$ cat src/rtl/if_id_pkg.sv
// if_id_pkg
// Shared constants and types for the fetch/decode instruction buffer.
// Mirrors the core-wide defines (address/instruction widths, reset pc,
// jump and hold encodings) so the buffer, its storage and the bench all
// agree on one set of values.
package if_id_pkg;

  localparam int INST_ADDR_WIDTH = 32;
  localparam int INST_WIDTH      = 32;

  localparam logic [INST_ADDR_WIDTH-1:0] INI_INST_ADDR = '0;

  // Jump flush is requested when the jump line equals this value.
  localparam logic JUMP = 1'b1;

  // Default buffer depth and the instruction shown when nothing is valid
  // (addi x0, x0, 0).
  localparam int                    IF_ID_DEPTH      = 2;
  localparam logic [INST_WIDTH-1:0] NOP_INST_DEFAULT = 32'h0000_0013;

  // Hold codes driven by the core's hazard control. HOLD only stalls the
  // pc and has no effect here; HOLD_IF blocks pushes; HOLD_ID blocks both
  // pushes and pops.
  typedef enum logic [1:0] {
    HOLD_NONE = 2'b00,
    HOLD      = 2'b01,
    HOLD_IF   = 2'b10,
    HOLD_ID   = 2'b11
  } hold_e;

endpackage

$ cat src/rtl/if_id_buf.sv
// if_id_buf
// Generic DEPTH-entry storage of {pc, inst} pairs with one synchronous
// write port and one asynchronous read port. No reset: the owner tracks
// which entries are valid.
// Ports:
//   clk          write clock
//   we           write enable
//   waddr        write index
//   wpc, winst   data written at waddr
//   raddr        read index
//   rpc, rinst   data currently stored at raddr
module if_id_buf #(
  parameter int DEPTH = 2,
  parameter int AW    = 32,
  parameter int IW    = 32,
  parameter int PW    = $clog2(DEPTH)
) (
  input  logic          clk,
  input  logic          we,
  input  logic [PW-1:0] waddr,
  input  logic [AW-1:0] wpc,
  input  logic [IW-1:0] winst,
  input  logic [PW-1:0] raddr,
  output logic [AW-1:0] rpc,
  output logic [IW-1:0] rinst
);

  logic [AW-1:0] pc_mem   [DEPTH];
  logic [IW-1:0] inst_mem [DEPTH];

  // Entry write; contents are meaningless until the owner marks them valid.
  always_ff @(posedge clk) begin
    if (we) begin
      pc_mem[waddr]   <= wpc;
      inst_mem[waddr] <= winst;
    end
  end

  assign rpc   = pc_mem[raddr];
  assign rinst = inst_mem[raddr];

endmodule

$ cat src/rtl/if_id.sv
// if_id
// Instruction buffer and pipeline register between fetch and decode.
// Fetch pushes {pc, inst} pairs into a small FIFO; decode pops them via a
// valid/ready handshake. Hold codes stall pushes and/or pops, and a taken
// jump discards everything buffered so no wrong-path instruction reaches
// decode.
// Ports:
//   clk, rst               clock, asynchronous active-low reset
//   pc_i, inst_i, f_valid_i  fetched pair and its valid
//   f_ready_o              buffer accepts a push this cycle
//   jump, hold             flush request and hold code
//   id_ready_i             decode accepts the head entry
//   id_valid_o, pc_o, inst_o  head entry presented to decode
//   count_o                current occupancy
module if_id
  import if_id_pkg::*;
#(
  parameter int                    DEPTH    = IF_ID_DEPTH,
  parameter logic [INST_WIDTH-1:0] NOP_INST = NOP_INST_DEFAULT,
  parameter int                    CW       = $clog2(DEPTH) + 1
) (
  input  logic                       clk,
  input  logic                       rst,
  input  logic [INST_ADDR_WIDTH-1:0] pc_i,
  input  logic [INST_WIDTH-1:0]      inst_i,
  input  logic                       f_valid_i,
  output logic                       f_ready_o,
  input  logic                       jump,
  input  logic [1:0]                 hold,
  input  logic                       id_ready_i,
  output logic                       id_valid_o,
  output logic [INST_ADDR_WIDTH-1:0] pc_o,
  output logic [INST_WIDTH-1:0]      inst_o,
  output logic [CW-1:0]              count_o
);

  localparam int PW = $clog2(DEPTH);

  logic [CW-1:0]              rd_ptr;
  logic [CW-1:0]              wr_ptr;
  logic [CW-1:0]              count;
  logic [INST_ADDR_WIDTH-1:0] last_pc;
  logic [INST_ADDR_WIDTH-1:0] head_pc;
  logic [INST_WIDTH-1:0]      head_inst;
  logic                       full;
  logic                       empty;
  logic                       flush;
  logic                       push_blocked;
  logic                       pop_blocked;
  logic                       push;
  logic                       pop;

  assign flush        = (jump == JUMP);
  assign full         = (count == CW'(DEPTH));
  assign empty        = (count == '0);
  assign push_blocked = (hold == HOLD_IF) || (hold == HOLD_ID);
  assign pop_blocked  = (hold == HOLD_ID);

  // f_ready_o deliberately ignores id_ready_i: a full buffer refuses a push
  // even when decode pops in the same cycle, keeping fetch timing free of
  // any decode-side combinational path.
  assign f_ready_o  = rst && !full && !push_blocked && !flush;
  assign id_valid_o = !empty && !flush && !pop_blocked;

  assign push = f_valid_i && f_ready_o;
  assign pop  = id_valid_o && id_ready_i;

  if_id_buf #(
    .DEPTH (DEPTH),
    .AW    (INST_ADDR_WIDTH),
    .IW    (INST_WIDTH)
  ) u_buf (
    .clk   (clk),
    .we    (push),
    .waddr (wr_ptr[PW-1:0]),
    .wpc   (pc_i),
    .winst (inst_i),
    .raddr (rd_ptr[PW-1:0]),
    .rpc   (head_pc),
    .rinst (head_inst)
  );

  // When nothing is buffered, decode sees the last pc it consumed (or the
  // reset pc) paired with a NOP, so downstream pc-relative logic stays sane.
  assign pc_o    = empty ? last_pc  : head_pc;
  assign inst_o  = empty ? NOP_INST : head_inst;
  assign count_o = count;

  // Pointer/occupancy update. A flush drops every buffered entry by snapping
  // the read pointer onto the write pointer, and freezes pc_o at whatever it
  // showed during the flush cycle. Push/pop cannot happen during a flush
  // because both handshakes are masked by it.
  always_ff @(posedge clk or negedge rst) begin
    if (!rst) begin
      rd_ptr  <= '0;
      wr_ptr  <= '0;
      count   <= '0;
      last_pc <= INI_INST_ADDR;
    end else if (flush) begin
      rd_ptr  <= wr_ptr;
      count   <= '0;
      last_pc <= pc_o;
    end else begin
      if (push) begin
        wr_ptr <= wr_ptr + CW'(1);
      end
      if (pop) begin
        rd_ptr  <= rd_ptr + CW'(1);
        last_pc <= head_pc;
      end
      if (push && !pop) begin
        count <= count + CW'(1);
      end else if (pop && !push) begin
        count <= count - CW'(1);
      end
    end
  end

endmodule
$ cat config.mk
export PLATFORM = sky130hd
export DESIGN_NAME = if_id
export DESIGN_NICKNAME = d
export VERILOG_FILES = /design/src/rtl/if_id_pkg.sv /design/src/rtl/if_id_buf.sv /design/src/rtl/if_id.sv
export SDC_FILE = /design/constraint.sdc
export NUM_CORES = 1
export LEC_CHECK = 0
export ABC_AREA = 0
export CAP_MARGIN = 10
export CORE_MARGIN = 2
export CORE_UTILIZATION = 56
export DETAILED_ROUTE_END_ITERATION = 10
export GPL_ROUTABILITY_DRIVEN = 0
export HOLD_SLACK_MARGIN = 0.12
export PLACE_DENSITY = 0.93
export SYNTH_ARGS = -nofsm -noshare
export SYNTH_HDL_FRONTEND = slang
export SYNTH_HIERARCHICAL = 1
export SYNTH_SLANG_ARGS = --single-unit
$ cat constraint.sdc
create_clock -name clk -period 9.1 [get_ports clk]
set_input_delay 1.365 -clock clk [delete_from_list [all_inputs] [get_ports clk]]
set_output_delay 1.365 -clock clk [all_outputs]
set_load 0.05 [all_outputs]
=== Word level (Yosys, flattened, before mapping) ===
Memories as Yosys holds them, arrays and structs flattened.
Cells that the tools add are included.

* Bits in registers: 38
* RAM bits: 128
* Bits of input ports: 71
* Output and inout port bits: 68
* Memories: 2

* Add/subtract/negate cells: 4
* Equal/unequal tests: 3
* Multiplexer cells: 11
* Bitwise gates (word level): 1
* Reductions and logical operators: 21

{| class="wikitable"
|+ Memories
! name !! depth !! width !! read ports !! clocked after memory_dff !! wr ports !! RTL line !! RTL
|-
| u_buf.inst_mem || 2 || 32 || 1 || 0 || 1 || if_id_buf.sv:29 || <nowiki>logic [IW-1:0] inst_mem [DEPTH];</nowiki>
|-
| u_buf.pc_mem || 2 || 32 || 1 || 0 || 1 || if_id_buf.sv:28 || <nowiki>logic [AW-1:0] pc_mem [DEPTH];</nowiki>
|}

{| class="wikitable"
|+ Operators by type and width
! kind !! number
|-
| 32-bit two-way mux || 4
|-
| 2-bit two-way mux || 5
|-
| 1-bit logical AND || 9
|-
| 1-bit zero test || 7
|-
| 2-bit by 1-bit adder with 2-bit output (second input constant) || 3
|-
| 2-bit equality test (second input constant) || 3
|-
| 3-bit nonzero test || 1
|-
| 2-bit zero test || 1
|-
| 1-bit two-way mux || 2
|-
| 2-bit AND reduction || 1
|-
| 2-bit nonzero test || 1
|-
| 2-bit by 1-bit subtractor with 2-bit output (second input constant) || 1
|-
| 1-bit logical OR || 1
|-
| 1-bit NOT || 1
|}

=== Depth between registers and ports, before layout ===
* Word-level depth: 11
* Gate-level depth with buffers: 4
* Depth with buffers taken out: 3

=== Cells and area by module ===
The synthesis kept the hierarchy.

{| class="wikitable"
|+ Modules (own cells, without submodules)
! module !! times used !! cells each !! area each (sq um) !! sequential area each (sq um)
|-
| if_id_buf || 1 || 201 || 4,933.5 || 3,843.7
|-
| if_id || 1 || 165 || 2,223.4 || 900.9
|}

=== Least setup slack after synthesis ===
Ideal clock, no wire load.

* Kind: input port to flip-flop
* Start point: in jump
* End point: mem u_buf.inst_mem[0][0] (enable)
* Arrival time: 4,779 ps
* Setup slack: 3,827 ps
* Stages on the path: 3
* Path buffers: 0
* Cells stage by stage: nor4bb_4 -> and2b_1 -> nor2b_1

* Longest elaborated chain between the ends: 5

{| class="wikitable"
|+ RTL lines
! what !! RTL line !! RTL
|-
| from (decl) || if_id.sv:28 || <nowiki>input logic jump,</nowiki>
|-
| 1-bit zero test || if_id.sv:62 || <nowiki>assign f_ready_o = rst && !full && !push_blocked && !flush;</nowiki>
|-
| 1-bit logical AND || if_id.sv:62 ||
|-
| 1-bit logical AND || if_id.sv:65 || <nowiki>assign push = f_valid_i && f_ready_o;</nowiki>
|-
| via push || if_id.sv:50 || <nowiki>logic push;</nowiki>
|-
| 1-bit two-way mux || if_id_buf.sv:33 || <nowiki>if (we) begin</nowiki>
|-
| 1-bit two-way mux (not written as such) || if_id_buf.sv:35 || <nowiki>inst_mem[waddr] <= winst;</nowiki>
|-
| to (decl) || if_id_buf.sv:29 ||
|}

The timed path passes the listed nets, and every way through them passes these cells.

=== Worst setup path in the final report ===
* Start point: reg rd_ptr[0]
* End point: out pc_o[30]

* Longest elaborated chain between the ends: 2

{| class="wikitable"
|+ RTL lines
! what !! RTL line !! RTL
|-
| from (decl) || if_id.sv:39 || <nowiki>logic [CW-1:0] rd_ptr;</nowiki>
|-
| from (signal assigned) || if_id.sv:100 || <nowiki>rd_ptr <= wr_ptr;</nowiki>
|-
| from (signal assigned) || if_id.sv:108 || <nowiki>rd_ptr <= rd_ptr + CW'(1);</nowiki>
|-
| memory 2 x 32 bit || - ||
|-
| via head_pc[30] || if_id.sv:43 || <nowiki>logic [INST_ADDR_WIDTH-1:0] head_pc;</nowiki>
|-
| 32-bit two-way mux || if_id.sv:85 || <nowiki>assign pc_o = empty ? last_pc : head_pc;</nowiki>
|-
| to (decl) || if_id.sv:32 || <nowiki>output logic [INST_ADDR_WIDTH-1:0] pc_o,</nowiki>
|}

The timed path passes the listed nets, and every way through them passes these cells.

==> summary.md <==
| Metric | Value |
|---|---|
| CTS resizes | 0 |
| Adder-Cell Fraction of Synth Area | 0% |
| Synth-to-layout area growth | 28.5% |
| H-tree depth | 4 |
| Starting Density | 56.9% |
| Clk pwr share | 28.5% |
| CP most frequent cell | mux2_2 |
| Clock latency on the worst-skew pair | 0.42 ns |
| Fin Setup TNS | 0 ns |
| DRC Markers | 0 |
| Synth warnings | 6 |
| Commonest non-fill, non-tap cell in the layout | clkdlybuf4s50_1 |
| Netlist cell types | 28 |
| Minimum clock period | 4.64 ns |
| GRT overflow | 0 |
| Sequential share of power | 37.4% |
| CP Class | reg -> out |
| First-pass GRT wire length | 20800 µm |
| DRT iter0 DRCs | 195 |
| Die Y | 117 µm |
| RSZ-0062 raised after global routing | false |
| CP Data Required Time | 7.74 ns |
| Die area | 13700 µm² |
| Slew Viols, Final | 0 |
| Simple logic cell fraction of the synthesized area | 4.41% |
| Mux contribution to synthesized area | 25.0% |
| Critical Path, Cell by Cell | buf_4 > mux2_2 > mux2_2 > clkdlybuf4s50_1 |
| Largest family of logic cells by synthesized area | multiplexers |
| DR WL/cell | 19.7 µm |
| Post-CTS Hold Buffers | 0 |
| Max Cap Violations | 0 |
| Final WL | 13700 µm |
| CTS sink cnt | 164 |
| EDFF count, synth | 128 |
| Yosys reg bits | 164 |
| Reg clk slew, reported paths | 0.06 ns |
| CP Data Arrival Time | 3.27 ns |
| Vias in the first global route | 3889 |
| Hold Fails Final Rpt | 0 |
| Switch share | 31.9% |
| Comb pwr share | 34.2% |
| Share of cells above drive strength 1 | 33.3% |
| ANT nets after route | 0 |
| Inserted Clock Buffers | 17 |
| Layout fillers | 750 |
| Reg2Reg Depth | 4 |
| Clk root buf | clkbuf_16 |
| Post-CTS setup buffer count | 0 |
| Synth Instances | 366 |
| Pwr/cell area | 284 nW/µm² |
| Worst hold slack | 0.507 ns |
| Slew headroom | 35.6% |
| Most frequent cells in the layout | 137 x clkdlybuf4s50_1, 128 x edfxtp_1, 90 x mux2_4, 38 x mux2_2, 35 x dfrtp_1 |
| Worst R2R Start | count_o[1] |
| Sequential area share after synthesis | 66.3% |
| CP Capture Type | primary output |
| Internal power | 1.78 mW |
| # rows | 41 |
| CTS Buffer Depth | 2 |
| Global Route Usage Sum | 21.1% |
| Synthesized Nets | 437 |
| Post-Syn Area | 7160 µm² |
| Fin nets | 580 |
| Tcrit/Tclk final | 50.9% |
| Slowest CP cell | buf_4 |
| Largest net degree at the start of global routing | 65 |
| Die width | 117 µm |
| Post-DP HPWL | 8450 µm |
| Achievable frequency | 216 MHz |
| Synth async-reset ratio | 22.0% |
| P_leak | 3.48 nW |
| Startpoint of the worst hold path | last_pc[12] |
| Finish-stage setup viols | 0 |
| N_diodes | 0 |
| Syn Area/Cell | 19.6 µm² |
| Origin of the worst setup path | rd_ptr[0] |
| Pre-antenna DRT Iters | 5 |
| Worst hold path type | reg -> reg |
| Ys flop type | edfxtp_1 |
| Worst Tran Pin Value | 0.966 ns |
| NetSw | 0.832 mW |
| CP startpoint kind | register |
| CTS tree | done |
| Input/output buffers | 138 |
| Worst-path maximum fanout | 45 |
| Max Clock Skew | 0.00651 ns |
| Vias | 3654 |
| Worst VDD drop | 0.000143 V |
| I/O pins | 139 |
| Hold depth | 1 |
| Slowest cell delay on critical path | 0.73 ns |
| Vias per cell | 5.27 |
| Compound-Gate Fraction of Synth Area | 1.17% |
| Initial antenna violation count | 0 |
| Status | complete, no violations |
| Core ar. | 12600 µm² |
| Post-Synth XOR/XNOR Area | 0.122% |
stage by stage:
step | instance area, µm² | utilization, % | setup slack (ns) | std cells | power (mW)
final | 9200 | 73.2 | 4.46 | 694 | 2.61
after global routing | 9200 | 73.2 | 4.32 | 694 | 2.71
after detailed placement | 8580 | 68.3 | 4.44 | 662 | 1.88
after floorplan | 7160 | - | 3.83 | 366 | 1.68
after global placement | 8580 | 68.3 | 4.48 | 662 | 1.86
after CTS | 9200 | 73.2 | 4.43 | 694 | 2.63
area by class of cell:
cell class	count	area, µm²	share of cell area, %
repair buffers	142	1410	15.3
clock inverters	15	190	2.07
flip-flops and latches	164	4750	51.6
well taps	172	215	2.34
multi-input cells	184	2210	24.1
clock buffers	17	425	4.63
cell families (layout without fill, tap and decap cells):
family                    Yosys count  after routing
buffers and inverters              18            174
muxes                             129            129
xor gates and xnor gates            1              1
AOI/OAI and AO/OA                   8              8
DFF                               164            164
and+or+nand+nor                    46             46
worst max-delay path, delay by kind of cell (launching register included):
kind,cells,cell delay (ns)
buf+inv,2,1.43
flops,1,0.68
mux,2,0.69
cells in the mapped netlist (2+ instances only):
| cell | number | share of area, % |
|---|---|---|
| buf_12 | 6 | 1.7 |
| buf_2 | 4 | 0.28 |
| buf_6 | 6 | 0.94 |
| clkbuf_1 | 2 | 0.10 |
| dfrtp_1 | 36 | 13 |
| edfxtp_1 | 128 | 54 |
| mux2_2 | 38 | 6.0 |
| mux2_4 | 90 | 19 |
| nor2b_1 | 34 | 3.0 |
| nor4b_1 | 2 | 0.24 |
| or2_2 | 3 | 0.26 |
registers in the layout (all words and copies together), names as in the netlist:
register        cells
wr_ptr              1
count_o             2
u_buf/pc_mem       64
rd_ptr              1
u_buf/inst_mem     64
last_pc            32
metal layers:
layer | up-vias | wire length, µm | track usage, %
li1 | 1673 | - | -
met1 | 1843 | 5310 | 24.6
met2 | 123 | 7300 | 36.5
met3 | 15 | 932 | 7.42
met4 | 0 | 167 | 7.37
met5 | - | 0 | 0
power by group through the flow:
stage	logic, mW	clock network [mW]	registers (mW)
after global placement	0.880	0	0.982
final	0.893	0.744	0.976
after detailed placement	0.896	0	0.987
after floorplan	0.730	0	0.952
after CTS	0.902	0.754	0.976
after global routing	0.935	0.790	0.987
path summary, 6_finish.rpt:
| path | end | slack [ns] |
|---|---|---|
| worst max-delay path | pc_o[30] | 4.46 |
| worst min-delay path | last_pc[12] | 0.51 |
| worst max register to register | u_buf/inst_mem[0][16] | 6.39 |
| worst min register to register | last_pc[12] | 0.51 |
| max in group asynchronous | rd_ptr[0] | 7.38 |
| min in group asynchronous | last_pc[9] | 1.07 |
Note: power is estimated with default switching activity, not from simulation.
